### config.mk
export PLATFORM = sky130hd
export DESIGN_NAME = mem_responder
export DESIGN_NICKNAME = d
export VERILOG_FILES = /design/src/rtl/mem_responder.sv
export SDC_FILE = /design/constraint.sdc
export NUM_CORES = 1
export LEC_CHECK = 0
export BUFFER_PORTS_ARGS = -buffer_cell sky130_fd_sc_hd__buf_4
export CORE_MARGIN = 2
export CORE_UTILIZATION = 45
export CTS_CLUSTER_SIZE = 40
export DETAILED_ROUTE_END_ITERATION = 16
export PLACE_DENSITY = 0.77
export SLEW_MARGIN = 10
export SYNTH_ARGS = -nofsm -noshare
export SYNTH_HDL_FRONTEND = slang
export SYNTH_SLANG_ARGS = --single-unit
### constraint.sdc
create_clock -name clk -period 8.1 [get_ports clk]
set_input_delay 2.025 -clock clk [delete_from_list [all_inputs] [get_ports clk]]
set_output_delay 2.025 -clock clk [all_outputs]
set_load 0.02 [all_outputs]
### src/rtl/mem_responder.sv
// mem_responder: memory-mapped responder for a simple initiator bus.
//   Decodes a 16-bit word address space into an external synchronous RAM
//   (0x0000-0xFEFF, 1-cycle read latency) and a small MMIO block:
//     0xFF00 LED register (R/W), 0xFF01 event FIFO pop (R),
//     0xFF02 status {11'b0, overflow, empty, count[2:0]} (R),
//     0xFF03 free-running cycle counter (R, only with MEM_RESPONDER_CYCLECNT_EN).
//   Writes above 0xFF00 are ignored, and reads of unmapped MMIO return 0.
//   Push-button rising edges are captured into a 4-entry event FIFO.
// Ports:
//   clk, reset (async, active-low)
//   memread, memwrite, addr[15:0], wdata[15:0]   initiator request (held until ready)
//   rdata[15:0], ready                           one-cycle completion strobe + read data
//   ram_addr[15:0], ram_we, ram_wdata[15:0], ram_rdata[15:0]   synchronous RAM port
//   btn[3:0]                                     raw asynchronous push-buttons
//   led[15:0]                                    LED register contents
// Build option: define MEM_RESPONDER_CYCLECNT_EN to include the cycle counter.
module mem_responder (
  input  logic        clk,
  input  logic        reset,
  input  logic        memread,
  input  logic        memwrite,
  input  logic [15:0] addr,
  input  logic [15:0] wdata,
  output logic [15:0] rdata,
  output logic        ready,
  output logic [15:0] ram_addr,
  output logic        ram_we,
  output logic [15:0] ram_wdata,
  input  logic [15:0] ram_rdata,
  input  logic [3:0]  btn,
  output logic [15:0] led
);

  localparam logic [15:0] MMIO_BASE = 16'hFF00;
  localparam logic [15:0] LED_ADDR  = 16'hFF00;
  localparam logic [15:0] POP_ADDR  = 16'hFF01;
  localparam logic [15:0] STAT_ADDR = 16'hFF02;
  localparam logic [15:0] CNT_ADDR  = 16'hFF03;

  typedef enum logic [1:0] {IDLE, RAM_RD, RESP} state_t;
  state_t state;

  logic is_ram;
  logic acc_wr;
  logic acc_rd;
  assign is_ram = (addr < MMIO_BASE);
  assign acc_wr = (state == IDLE) && memwrite;
  // memwrite wins when both requests are high
  assign acc_rd = (state == IDLE) && memread && !memwrite;

  // RAM port is driven straight from the request so the RAM sees the
  // address/write in the accept cycle; reset forces it quiet.
  assign ram_we    = reset && acc_wr && is_ram;
  assign ram_addr  = reset ? addr  : 16'h0000;
  assign ram_wdata = reset ? wdata : 16'h0000;

  // ---- button synchroniser (p0, p1) and edge-history flop (p2) ----
  logic [3:0] btn_p0, btn_p1, btn_p2;
  always_ff @(posedge clk or negedge reset) begin
    if (!reset) begin
      btn_p0 <= 4'h0;
      btn_p1 <= 4'h0;
      btn_p2 <= 4'h0;
    end else begin
      btn_p0 <= btn;
      btn_p1 <= btn_p0;
      btn_p2 <= btn_p1;
    end
  end

  logic [3:0] rise;
  logic       push;
  assign rise = btn_p1 & ~btn_p2;
  assign push = |rise;

  // ---- event FIFO ----
  logic [3:0] fifo_mem [4];
  logic [1:0] wp, rp;
  logic [2:0] count;
  logic       ovf;
  logic       empty, full;
  logic       pop_req, stat_rd, do_pop, do_push, ovf_set;

  assign empty   = (count == 3'd0);
  assign full    = (count == 3'd4);
  assign pop_req = acc_rd && (addr == POP_ADDR);
  assign stat_rd = acc_rd && (addr == STAT_ADDR);
  assign do_pop  = pop_req && !empty;
  // a pop in the same cycle frees the slot, so a full FIFO still accepts the push
  assign do_push = push && (!full || do_pop);
  assign ovf_set = push && full && !do_pop;

  always_ff @(posedge clk) begin
    if (do_push) fifo_mem[wp] <= rise;
  end

  always_ff @(posedge clk or negedge reset) begin
    if (!reset) begin
      wp    <= 2'd0;
      rp    <= 2'd0;
      count <= 3'd0;
      ovf   <= 1'b0;
    end else begin
      if (do_push) wp <= wp + 2'd1;
      if (do_pop)  rp <= rp + 2'd1;
      case ({do_push, do_pop})
        2'b10:   count <= count + 3'd1;
        2'b01:   count <= count - 3'd1;
        default: count <= count;
      endcase
      // a status read clears the sticky flag unless a new overflow lands now
      ovf <= ovf_set | (ovf & ~stat_rd);
    end
  end

`ifdef MEM_RESPONDER_CYCLECNT_EN
  logic [15:0] cyc_cnt;
  always_ff @(posedge clk or negedge reset) begin
    if (!reset) cyc_cnt <= 16'h0000;
    else        cyc_cnt <= cyc_cnt + 16'h0001;
  end
`endif

  // ---- MMIO read mux ----
  logic [15:0] mmio_rd;
  always_comb begin
    mmio_rd = 16'h0000;
    case (addr)
      LED_ADDR:  mmio_rd = led;
      POP_ADDR:  mmio_rd = empty ? 16'h0000 : {12'h000, fifo_mem[rp]};
      STAT_ADDR: mmio_rd = {11'b0, ovf, empty, count};
`ifdef MEM_RESPONDER_CYCLECNT_EN
      CNT_ADDR:  mmio_rd = cyc_cnt;
`else
      CNT_ADDR:  mmio_rd = 16'h0000;
`endif
      default:   mmio_rd = 16'h0000;
    endcase
  end

  // ---- transaction FSM ----
  always_ff @(posedge clk or negedge reset) begin
    if (!reset) begin
      state <= IDLE;
      ready <= 1'b0;
      rdata <= 16'h0000;
      led   <= 16'h0000;
    end else begin
      case (state)
        IDLE: begin
          ready <= 1'b0;
          if (memwrite) begin
            if (addr == LED_ADDR) led <= wdata;
            ready <= 1'b1;
            state <= RESP;
          end else if (memread) begin
            if (is_ram) begin
              state <= RAM_RD;
            end else begin
              rdata <= mmio_rd;
              ready <= 1'b1;
              state <= RESP;
            end
          end
        end
        RAM_RD: begin
          rdata <= ram_rdata;
          ready <= 1'b1;
          state <= RESP;
        end
        RESP: begin
          ready <= 1'b0;
          state <= IDLE;
        end
        default: begin
          ready <= 1'b0;
          state <= IDLE;
        end
      endcase
    end
  end

endmodule

==> results_dict.tcl <==
set metrics [dict create \
    synth_cells 273 \
    synth_top_cell_by_area "dfrtp_1" \
    drc 0 \
    tns_ps 0 \
    hpwlAfterDp_um 5828 \
    maxSlewHeadroom_pct 19.92 \
    ir_drop_mv 0.1123 \
    worst-path-max-fanout 88 \
    postCtsHoldBufs 0 \
    dr.pass1.iters 4 \
    synth_warnings 0 \
    synth_top_cell_area_share_pct 41.29 \
    synthAdderAreaFrac_pct 2.477 \
    drv_slew 0 \
    h-tree-depth 3 \
    rsz0062_at_grt "no" \
    worst-setup-path-type "primary input to output pin" \
    hold_ws_ps 350.2 \
    grt_pass1_vias 2644 \
    initial_core_util_pct 46.20 \
    avgSynthCellArea_sq_um 12.21 \
    grt.total_usage_pct 20.08 \
    drt_wl_total_um 7916 \
    synth_top_family_by_area "simple AND/OR/NAND/NOR gates" \
    cts_buffer_depth 2 \
    period_share_pct 63.89 \
    synthFlopType "dfrtp_1" \
    numCtsBuffers 9 \
    chipHeight_um 90.07 \
    fin_worst_skew_ps 15.51 \
    synth_area_leaders "dfrtp_1, edfxtp_1, and2_1" \
    path_clk_slew_ps 70 \
    maxCapViolations 0 \
    synth_area_sq_um 3333 \
    nNetsFinal 453 \
    power_density_nw_per_um2 221.5 \
    synthToLayoutAreaGrowth_pct 33.93 \
    yosys.area_share.simple_pct 20.98 \
    antenna_found_initial 0 \
    setup_viol 0 \
    syn_nets 335 \
    core_sq_um 7214 \
    postSynth.asyncResetShare_pct 77.46 \
    placementRows 31 \
    grt_pass1_wl_um 12930 \
    ctsRootBufferMaster "clkbuf_8" \
    drtIter0Drc 121 \
    clk_latency_ps 340 \
    hold_violations 0 \
    routed_via_density 5.238 \
    grt_start_max_net_pins 89 \
    dieArea_sq_um 8112 \
    clock-sinks 71 \
    portBuffers 121 \
    gp_congestion 0.8076 \
    die_w_um 90.07 \
    outcome "finished, final reports clean" \
    hold_path.class "flop to flop" \
    required_ps 6080 \
    ios 122 \
    ys_types 45 \
    finalCriticalPeriod_ps 5175 \
    ys_seq_area_share_pct 55.71 \
    synth_edf_count 16 \
    num_vias 2593 \
    startpoint_type "primary input" \
    wl_per_cell_um 15.99 \
    overflow 0 \
    cts_resized 0 \
    synth_compound_area_share_pct 6.944 \
    power.leakage_nw 2.129 \
    fmax_mhz 193.2 \
    worstPathArrival_ps 3150 \
    cp-end-kind "output pin" \
    cts_tree "built" \
    diodes 0 \
    synth_xor_area_share_pct 1.314 \
    synthMuxAreaShare_pct 9.910 \
    total_power_uw 988.6 \
    tightest_slew_ps 1199 \
    layout-drive-gt1-share_pct 41.16 \
    synth-seq-cells 71 \
    cts_setup_buffers 0 \
    ant_nets 0 \
]
[flip-flops by register name, indices dropped and copies added (netlist names)]
register  flops
btn_p0        4
btn_p1        4
btn_p2        4
count         3
fifo_mem     16
led          16
ovf           1
rdata        16
ready         1
rp            2
state         2
wp            2
[synthesized netlist by cell type (2+ instances only)]
cell / instances
ha_1: 5
or4_1: 3
a21oi_1: 5
clkbuf_1: 9
o211ai_1: 3
mux2_2: 16
buf_2: 2
nor2b_4: 2
xnor2_1: 2
nand4_1: 4
mux4_2: 4
a221o_1: 12
and3_1: 11
dfrtp_1: 55
a21o_1: 2
nor3_1: 6
and4_1: 3
mux2i_1: 6
nand2_1: 14
and2_1: 35
xor2_1: 3
inv_1: 6
nor2b_1: 4
nor2_1: 12
nand3_1: 11
nor4_1: 4
edfxtp_1: 16
[placed cells by master, fill, tap and decap left out, types with 4 or more instances in the layout]
cell	instances
a21oi_1	5
a221o_1	12
and2_1	35
and3_1	11
buf_4	121
clkbuf_8	9
dfrtp_1	55
edfxtp_1	16
ha_1	5
inv_1	6
mux2_2	16
mux2i_1	6
mux4_2	4
nand2_1	14
nand3_1	11
nand4_1	4
nor2_1	12
nor2b_1	4
nor3_1	6
[final cells by class]
type	instances	area (sq um)
clock buffers	12	135.1
clock inverters	4	23.77
fillers	607	2750
inverters	6	22.52
multi-input cells	182	1394
flip-flops and latches	71	1857
well taps	99	123.9
repair buffers	121	908.4
[path summary, 6_finish.rpt]
| check | startpoint | endpoint | slack (ps) | cells after the start |
|---|---|---|---|---|
| min | btn_p0[1] | btn_p1[1] | 350 | 0 |
| min reg2reg | btn_p0[1] | btn_p1[1] | 350 | 0 |
| max | reset | ram_we | 2920 | 4 |
| max in group asynchronous | reset | led[8] | 5710 | 1 |
| min in group asynchronous | reset | led[6] | 1810 | 1 |
| max reg2reg | state[1] | count[2] | 5340 | 10 |
[critical path, stage by stage]
cell and delay, ps:
buf_4 670, nand3_1 160, nor2_1 130, buf_4 150
[power by group]
part | total [mW] | leakage [nW] | internal, mW | switching [mW]
Sequential | 0.470 | 0.847 | 0.432 | 0.0375
Clock | 0.238 | 0.0841 | 0.111 | 0.128
Combinational | 0.281 | 1.20 | 0.134 | 0.147
Total | 0.989 | 2.13 | 0.676 | 0.312
[per-layer routing]
| layer | vias up | GRT usage (%) | routed length (um) |
|---|---|---|---|
| met5 | - | 0 | 0 |
| met4 | 0 | 6.795 | 113 |
| met3 | 10 | 4.694 | 458 |
| met2 | 92 | 32.96 | 3903 |
| met1 | 1269 | 26.37 | 3442 |
| li1 | 1222 | - | - |
[logic make-up (layout without fill, tap and decap cells)]
family	count (synthesis)	in the layout
adder cells (fa/ha/maj)	6	6
XOR/XNOR	5	5
flip-flops	71	71
AND/OR/NAND/NOR	118	118
AO/OA/AOI/OAI	27	27
multiplexers	26	26
buffers and inverters	20	143
[metrics by stage]
step,area (sq um),worst slack (ps),utilization [%],std cells
final,4464,2925,61.88,495
after floorplan,3333,3487,-,273
after global placement,4305,2929,59.68,479
after CTS,4464,2891,61.88,495
after detailed placement,4305,2900,59.68,479
after global routing,4464,2729,61.88,495
(Power assumes the default switching activity.)
